--- src/rtl/uart_rx_pkt_ctrl.sv ---
`default_nettype none
// ============================================================================
// Module   : uart_rx_pkt_ctrl
// Purpose  : Frames UART bytes as SOF/LEN/payload/checksum, buffers payload in
//            a FIFO on a valid/ready stream and pulses a per-packet status.
// Revision : 1.0 - initial release
// ============================================================================
module uart_rx_pkt_ctrl #(
    parameter logic [7:0] SOF_BYTE      = 8'h7E,
    parameter int         MAX_LEN       = 16,
    parameter int         FIFO_DEPTH    = 16,
    parameter int         TIMEOUT_TICKS = 320
) (
    input  logic       i_clk,
    input  logic       i_reset_n,
    input  logic       i_rx_done_tick,
    input  logic [7:0] i_rx_data,
    input  logic       i_s_tick,
    output logic [7:0] o_pkt_data,
    output logic       o_pkt_last,
    output logic       o_pkt_valid,
    input  logic       i_pkt_ready,
    output logic       o_done,
    output logic [2:0] o_status,
    output logic       o_busy
);

    localparam int c_aw = (FIFO_DEPTH > 1) ? $clog2(FIFO_DEPTH) : 1;
    localparam int c_tw = (TIMEOUT_TICKS > 1) ? $clog2(TIMEOUT_TICKS) : 1;
    localparam logic [c_aw:0]   c_full    = (c_aw + 1)'(FIFO_DEPTH);
    localparam logic [c_tw-1:0] c_tlast   = c_tw'(TIMEOUT_TICKS - 1);
    localparam logic [7:0]      c_max_len = 8'(MAX_LEN);

    localparam logic [2:0] c_st_ok       = 3'd0;
    localparam logic [2:0] c_st_bad_csum = 3'd1;
    localparam logic [2:0] c_st_bad_len  = 3'd2;
    localparam logic [2:0] c_st_timeout  = 3'd3;
    localparam logic [2:0] c_st_overflow = 3'd4;

    typedef enum logic [1:0] {
        ST_HUNT    = 2'd0,
        ST_LEN     = 2'd1,
        ST_PAYLOAD = 2'd2,
        ST_CSUM    = 2'd3
    } state_t;

    state_t          r_state, w_state_nxt;
    logic [7:0]      r_len, w_len_nxt;
    logic [7:0]      r_idx, w_idx_nxt;
    logic [7:0]      r_acc, w_acc_nxt;
    logic            r_ovf, w_ovf_nxt;
    logic [c_tw-1:0] r_tcnt, w_tcnt_nxt;
    logic            r_done, w_done_nxt;
    logic [2:0]      r_status, w_status_nxt;

    logic [8:0]      r_mem [FIFO_DEPTH];
    logic [c_aw-1:0] r_wr_ptr, r_rd_ptr;
    logic [c_aw:0]   r_count;

    logic       w_push, w_push_ok, w_pop, w_full, w_last;
    logic [7:0] w_sum;
    logic [8:0] w_head;

    assign w_full    = (r_count == c_full);
    assign w_pop     = (r_count != '0) && i_pkt_ready;
    // A push into a full FIFO is only lost when the head is not leaving this cycle.
    assign w_push_ok = w_push && (!w_full || w_pop);
    assign w_sum     = r_acc + i_rx_data;
    assign w_last    = (r_idx == r_len - 8'd1);

    always_comb begin
        w_state_nxt  = r_state;
        w_len_nxt    = r_len;
        w_idx_nxt    = r_idx;
        w_acc_nxt    = r_acc;
        w_ovf_nxt    = r_ovf;
        w_tcnt_nxt   = r_tcnt;
        w_done_nxt   = 1'b0;
        w_status_nxt = r_status;
        w_push       = 1'b0;

        case (r_state)
            ST_HUNT: begin
                w_tcnt_nxt = '0;
                if (i_rx_done_tick && i_rx_data == SOF_BYTE) begin
                    w_state_nxt = ST_LEN;
                    w_acc_nxt   = 8'd0;
                    w_ovf_nxt   = 1'b0;
                end
            end
            ST_LEN: begin
                if (i_rx_done_tick) begin
                    w_len_nxt = i_rx_data;
                    w_acc_nxt = i_rx_data;
                    if (i_rx_data == 8'd0) begin
                        w_state_nxt = ST_CSUM;
                    end else if (i_rx_data > c_max_len) begin
                        w_state_nxt  = ST_HUNT;
                        w_done_nxt   = 1'b1;
                        w_status_nxt = c_st_bad_len;
                    end else begin
                        w_state_nxt = ST_PAYLOAD;
                        w_idx_nxt   = 8'd0;
                    end
                end
            end
            ST_PAYLOAD: begin
                if (i_rx_done_tick) begin
                    w_acc_nxt = w_sum;
                    w_push    = 1'b1;
                    w_idx_nxt = r_idx + 8'd1;
                    if (w_last) begin
                        w_state_nxt = ST_CSUM;
                    end
                end
            end
            default: begin
                if (i_rx_done_tick) begin
                    w_state_nxt = ST_HUNT;
                    w_done_nxt  = 1'b1;
                    if (r_ovf) begin
                        w_status_nxt = c_st_overflow;
                    end else if (w_sum != 8'd0) begin
                        w_status_nxt = c_st_bad_csum;
                    end else begin
                        w_status_nxt = c_st_ok;
                    end
                end
            end
        endcase

        // A received byte always beats an expiring timeout on the same cycle.
        if (r_state != ST_HUNT) begin
            if (i_rx_done_tick) begin
                w_tcnt_nxt = '0;
            end else if (i_s_tick) begin
                if (r_tcnt == c_tlast) begin
                    w_state_nxt  = ST_HUNT;
                    w_done_nxt   = 1'b1;
                    w_status_nxt = c_st_timeout;
                    w_tcnt_nxt   = '0;
                end else begin
                    w_tcnt_nxt = r_tcnt + c_tw'(1);
                end
            end
        end

        if (w_push && w_full && !w_pop) begin
            w_ovf_nxt = 1'b1;
        end
    end

    always_ff @(posedge i_clk or negedge i_reset_n) begin
        if (!i_reset_n) begin
            r_state  <= ST_HUNT;
            r_len    <= 8'd0;
            r_idx    <= 8'd0;
            r_acc    <= 8'd0;
            r_ovf    <= 1'b0;
            r_tcnt   <= '0;
            r_done   <= 1'b0;
            r_status <= 3'd0;
        end else begin
            r_state  <= w_state_nxt;
            r_len    <= w_len_nxt;
            r_idx    <= w_idx_nxt;
            r_acc    <= w_acc_nxt;
            r_ovf    <= w_ovf_nxt;
            r_tcnt   <= w_tcnt_nxt;
            r_done   <= w_done_nxt;
            r_status <= w_status_nxt;
        end
    end

    always_ff @(posedge i_clk or negedge i_reset_n) begin
        if (!i_reset_n) begin
            r_wr_ptr <= '0;
            r_rd_ptr <= '0;
            r_count  <= '0;
        end else begin
            if (w_push_ok) begin
                r_wr_ptr <= r_wr_ptr + c_aw'(1);
            end
            if (w_pop) begin
                r_rd_ptr <= r_rd_ptr + c_aw'(1);
            end
            case ({w_push_ok, w_pop})
                2'b10:   r_count <= r_count + (c_aw + 1)'(1);
                2'b01:   r_count <= r_count - (c_aw + 1)'(1);
                default: r_count <= r_count;
            endcase
        end
    end

    always_ff @(posedge i_clk) begin
        if (w_push_ok) begin
            r_mem[r_wr_ptr] <= {w_last, i_rx_data};
        end
    end

    assign w_head      = r_mem[r_rd_ptr];
    assign o_pkt_data  = w_head[7:0];
    assign o_pkt_last  = w_head[8];
    assign o_pkt_valid = (r_count != '0);
    assign o_done      = r_done;
    assign o_status    = r_status;
    assign o_busy      = (r_state != ST_HUNT);

endmodule
`default_nettype wire

--- config.mk ---
export PLATFORM = sky130hd
export DESIGN_NAME = uart_rx_pkt_ctrl
export DESIGN_NICKNAME = d
export VERILOG_FILES = /design/src/rtl/uart_rx_pkt_ctrl.sv
export SDC_FILE = /design/constraint.sdc
export NUM_CORES = 1
export LEC_CHECK = 0
export CAP_MARGIN = 10
export CORE_MARGIN = 2
export CORE_UTILIZATION = 50
export DETAILED_ROUTE_END_ITERATION = 7
export DONT_BUFFER_PORTS = 1
export PLACE_DENSITY = 0.66
export SLEW_MARGIN = 20
export SYNTH_ARGS = -nofsm -noshare
export SYNTH_HDL_FRONTEND = slang
export SYNTH_SLANG_ARGS = --single-unit
--- constraint.sdc ---
create_clock -name i_clk -period 3 [get_ports i_clk]
set_input_delay 0.6 -clock i_clk [delete_from_list [all_inputs] [get_ports i_clk]]
set_output_delay 0.6 -clock i_clk [all_outputs]
set_load 0.05 [all_outputs]
* Word-level counts from Yosys, hierarchy flattened
Memory sizes are Yosys's and may differ from the RTL's.
Cells that the tools add are included.
** Storage, ports and cells
- Register bits :: 53
- RAM bits :: 144
- Memories kept :: 1
- Input port bits :: 13
- Logic and storage cells :: 110
** Memories
- r_mem :: depth 16, width 9, read ports 1, clocked after memory_dff 0, write ports 1, line 56 : logic [8:0] r_mem [FIFO_DEPTH];
** Operators by class
- Mux-type cells :: 53
- Equality and inequality tests :: 13
- Reduce and logical (&&, ||, !) cells :: 23
- Order comparisons :: 1
- Add/sub/neg operators :: 8
** Operators with widths (number)
- 2-to-1 mux 8 bit :: 7
- 2-to-1 mux 9 bit :: 5
- 2-to-1 mux 3 bit :: 9
- case mux 8 bit (3 select lines) :: 1
- 2-to-1 mux 2 bit :: 11
- case mux 8 bit (2 select lines) :: 1
- 2-to-1 mux 1 bit :: 15
- inequality test 2 bit, second input constant :: 5
- case mux 5 bit (2 select lines) :: 1
- nonzero test 2 bit :: 5
- adder 9 x 1 -> 9 bit, second input constant :: 1
- equality test 9 bit, second input constant :: 1
- adder 4 x 1 -> 4 bit, second input constant :: 2
- adder 8 x 1 -> 8 bit, second input constant :: 1
- adder 8 bit :: 1
- equality test 8 x 7 -> 1 bit, second input constant :: 1
- equality test 8 bit :: 1
- greater-than comparator 8 x 5 -> 1 bit, second input constant :: 1
- zero test 8 bit :: 1
- nonzero test 8 bit :: 1
- subtractor 8 x 1 -> 8 bit, second input constant :: 1
- case mux 2 bit (3 select lines) :: 1
- case mux 3 bit (2 select lines) :: 1
- adder 5 x 1 -> 5 bit, second input constant :: 1
- other kinds (15) :: 23

* Longest topological paths before layout
- Depth after elaboration :: 10
- Mapped depth :: 12

* Worst setup path after synthesis
OpenSTA, ideal clock, no wires.
- Path kind :: flip-flop to flip-flop
- Start point :: register r_count[1]
- End point :: register r_count[4]
- Data required time :: 2.865 ns
- Arrival :: 2.625 ns
- Path buffers :: 0
- Cell stages (with the launch flop) :: 12
- Setup slack :: 0.240 ns
- Setup time :: 0.135 ns
- Cells stage by stage :: dfrtp_1 nor4_1 nand2b_1 and2_1 nand2_1 inv_1 ha_1 nor2b_1 o21a_1 o211ai_1 o31ai_1 xor2_1
** On the way
- Longest elaborated chain between the ends :: 6
- Elaborated cells between the ends (all ways) :: 12
- Those cells by class :: add/sub: 2; eq/ne: 3; mux: 1; reduce/logical: 6
** Ends and longest elaborated chain
- start, declared :: line 58 : logic [c_aw:0] r_count;
- start signal, assigned :: line 188 : 2'b10: r_count <= r_count + (c_aw + 1)'(1);
- start signal, assigned :: line 189 : 2'b01: r_count <= r_count - (c_aw + 1)'(1);
- start signal, assigned :: line 190 : default: r_count <= r_count;
- nonzero test 5 bit (*)
- via o_pkt_valid :: line 21 : output logic o_pkt_valid,
- logical AND 1 bit (*) :: line 65 : assign w_pop = (r_count != '0) && i_pkt_ready;
- logical OR 1 bit :: line 67 : assign w_push_ok = w_push && (!w_full || w_pop);
- logical AND 1 bit :: line 67
- equality test 2 x 1 -> 1 bit / equality test 2 bit (equally long branches) :: line 187 : case ({w_push_ok, w_pop})
- case mux 5 bit (2 select lines) / nonzero test 2 bit (equally long branches)
The timed path passes the listed nets; every way through them passes the cells marked *.
A chain may end at the register's enable or synchronous reset.

* Worst setup path in the final report
- Start point :: register r_rd_ptr[0]
- End point :: output o_pkt_data[2]
** On the way
- Longest elaborated chain between the ends :: 1
** Ends and longest elaborated chain
- start, declared :: line 57 : logic [c_aw-1:0] r_wr_ptr, r_rd_ptr;
- start signal, assigned :: line 185 : r_rd_ptr <= r_rd_ptr + c_aw'(1);
- memory read (16 x 9 bit)
- end, declared :: line 19 : output logic [7:0] o_pkt_data,
Every way passes these cells.

==> flow_summary.toml <==
[synthesis]
synth-simple-area-share = 0.0860
yosysMostFrequentCell = "edfxtp_1"
ys_async_sr_fraction = 0.269
synthTopCellsByArea = "edfxtp_1, dfrtp_1, mux4_2"
synth-compound-area-share = 0.0673
synth_common_cells = "edfxtp_1, dfrtp_1, nand2_1"
synth-xor-area-share = 0.0350
seq_area_frac_synth = 0.627
synth_adder_area_share = 0.0350
synthesis.area_um2 = 9020
yosys.area.top_type = "edfxtp_1"
syn-num-nets = 642
synth_top_family_by_area = "multiplexers"
ys_ff_latch = 197
synth_warnings = 0
synth_mux_area_frac = 0.128
synth_edf_count = 144
postSynthAreaPerCell_um2 = 14.9
netlist_instances = 605
synthFlopType = "edfxtp_1"
synth_cell_types = 61
synth_top_area_share = 0.479

[die]
start_util = 0.506
dieArea_um2 = 19100
ioPinCount = 28
die_h_um = 138
die_w_um = 138
core-area_um2 = 17800
std_cell_rows = 49

[global_routing]
grt.total_usage = 0.206
antenna_found_initial = 0
grt_pass1_vias = 5298
overflow = 0
grt_max_degree = 54
grt_pass1_wl_um = 29800

[clocking]
numCtsBuffers = 17
cts.htree.levels = 4
insertion_delay_ps = 440
clock_path_buffers = 2
cts_resized = 0
clkSlewWorstSetupHoldPaths_ps = 70
clock-sinks = 197
cts_tree = "yes"
clockRootBuffer = "clkbuf_16"

[critical_path]
critPathArrivalTime_ps = 2300
r2r_slack_ps = 390
r2r_end = "r_count[4]"
crit_path_max_incr_delay_ps = 650
cp_slowest_cell = "mux4_2"
cp-end-kind = "output port"
cp.buffers_inverters = 1
path_max_fanout = 21
path_class = "register to output port"
worstReg2RegStart = "r_count[1]"
r2r_cells = 11
cp_cell_sequence = "buf_12, mux4_2, mux4_2"
critPathLaunchType = "register"
crit_family = "multiplexers"
crit_top_cell = "mux4_2"
worstPathRequired_ps = 2400

[pwr]
internal_power_mw = 5.87
switchingPower_mw = 3.53
power_density_nw_per_um2 = 940
p_sw_frac = 0.376
seqPwrFrac = 0.395
p_leak_nw = 3.55
clkPwrFrac = 0.234
vdd_drop_max_uv = 551
total_power_mw = 9.40
p_comb_frac = 0.371

[drt]
vias = 5080
wirelength_um = 18600
drc = 0
drt_iter0_drc = 348
drtPass1Iterations = 4
ant_nets = 0
post_drt_wl_per_cell_um = 21.5
vias_per_cell = 5.87

[outcome]
run_status = "completed"

[layout]
area_growth_pct = 10.9
fin_area_um2 = 10000
nFillCells = 1373
drive_gt1_frac = 0.192
fin_nets = 661
num_antenna_cells = 0

[sta]
hold_viol = 0
layout_worst_path_cycle_share = 0.966
maxSlewViolCount = 0
fmax_mhz = 345
period_needed_ps = 2900
finClkSkew_ps = 11.8
grt_setup_unrepaired = "no"
max_slew_margin = 0.496
finalSetupViolations = 0
tightest_slew_ps = 755
finalSetupTns_ps = 0

[flow_run]
maxCapViolCount = 0

[placement]
io_buffers = 0
gp_congestion = 0.865
hpwlAfterDp_um = 11500
placed_cell_area_um2 = 9390

[worst_hold_path]
hp-class = "primary input to async pin"
through the flow:
step | setup slack [ps] | utilization | hold WS, ps | std cells
2_1_floorplan | 240 | - | 304 | 605
3_3_place_gp | 431 | 0.526 | 306 | 832
3_5_place_dp | 358 | 0.526 | 305 | 832
4_1_cts | 78.2 | 0.560 | 23.0 | 866
5_1_grt | 47.8 | 0.560 | 26.9 | 866
6_report | 103 | 0.560 | 13.2 | 866
area by class of cell:
class                      count  area (um2)  share of cell area
sequential                   197        5650               0.565
multi-input combinational    366        3170               0.317
clock buffer                  18         429              0.0429
tap                          229         287              0.0287
timing repair buffer          28         268              0.0268
clock inverter                14         144              0.0144
inverter                      14        52.6             0.00526
worst max path at each step:
stage | startpoint | endpoint | slack [ps] | cells past startpoint
6_report | r_rd_ptr[0] | o_pkt_data[2] | 100 | 3
5_1_grt | r_rd_ptr[0] | o_pkt_data[2] | 50 | 3
4_1_cts | r_rd_ptr[0] | o_pkt_data[3] | 80 | 3
3_5_place_dp | i_rx_data[0] | o_status[0] | 360 | 8
3_3_place_gp | r_rd_ptr[0] | o_pkt_data[2] | 430 | 3
2_1_floorplan | r_count[1] | r_count[4] | 240 | 11
state kept, by name (all words and copies together), names as in the netlist, 4 cells and up:
| signal | count |
|---|---|
| r_mem | 144 |
| r_rd_ptr | 4 |
| r_wr_ptr | 4 |
| r_count | 5 |
| r_idx | 8 |
| r_len | 8 |
| r_tcnt | 9 |
| r_acc | 8 |
cells in the final DEF (no fill, tap or decap), types with 16 or more instances in the layout:
master     synthesis  final
edfxtp_1         144    144
dfrtp_1           53     52
nand2_1           47     47
mux4_2            45     45
nor2_1            40     40
o21ai_0           24     24
buf_4              1     24
ha_1              22     22
xnor2_1           20     20
clkbuf_16          0     17
xor2_1            16     16
a21oi_1           16     16
cell families (layout without fill, tap and decap cells):
logic type,Yosys count,count (layout)
fa+ha+maj,24,24
xor+xnor,36,36
buf+inv,42,74
compound gates,89,89
mux,58,58
flops,197,197
simple gates,159,159
power by group through the flow:
stage / Sequential, mW / Combinational [mW] / Clock (mW)
after floorplan: 3.60 / 2.95 / 0
after global placement: 3.77 / 3.38 / 0
after detailed placement: 3.79 / 3.45 / 0
after CTS: 3.71 / 3.52 / 2.25
after global routing: 3.77 / 3.78 / 2.37
final: 3.71 / 3.48 / 2.20
per-layer routing:
layer  vias up  wire, um  global-route usage
met3        24       731              0.0381
li1       2366         -                   -
met2       111      9660               0.357
met4         0       323              0.0564
met5         -         0                   0
met1      2579      7860               0.269
repair_timing:
action | CTS | global route
hold endpoints to repair | 53 | 0
hold buffers | 1 | 0
buffers inserted | 1 | 0
setup endpoints to repair | 6 | 0
(Power assumes the default switching activity.)
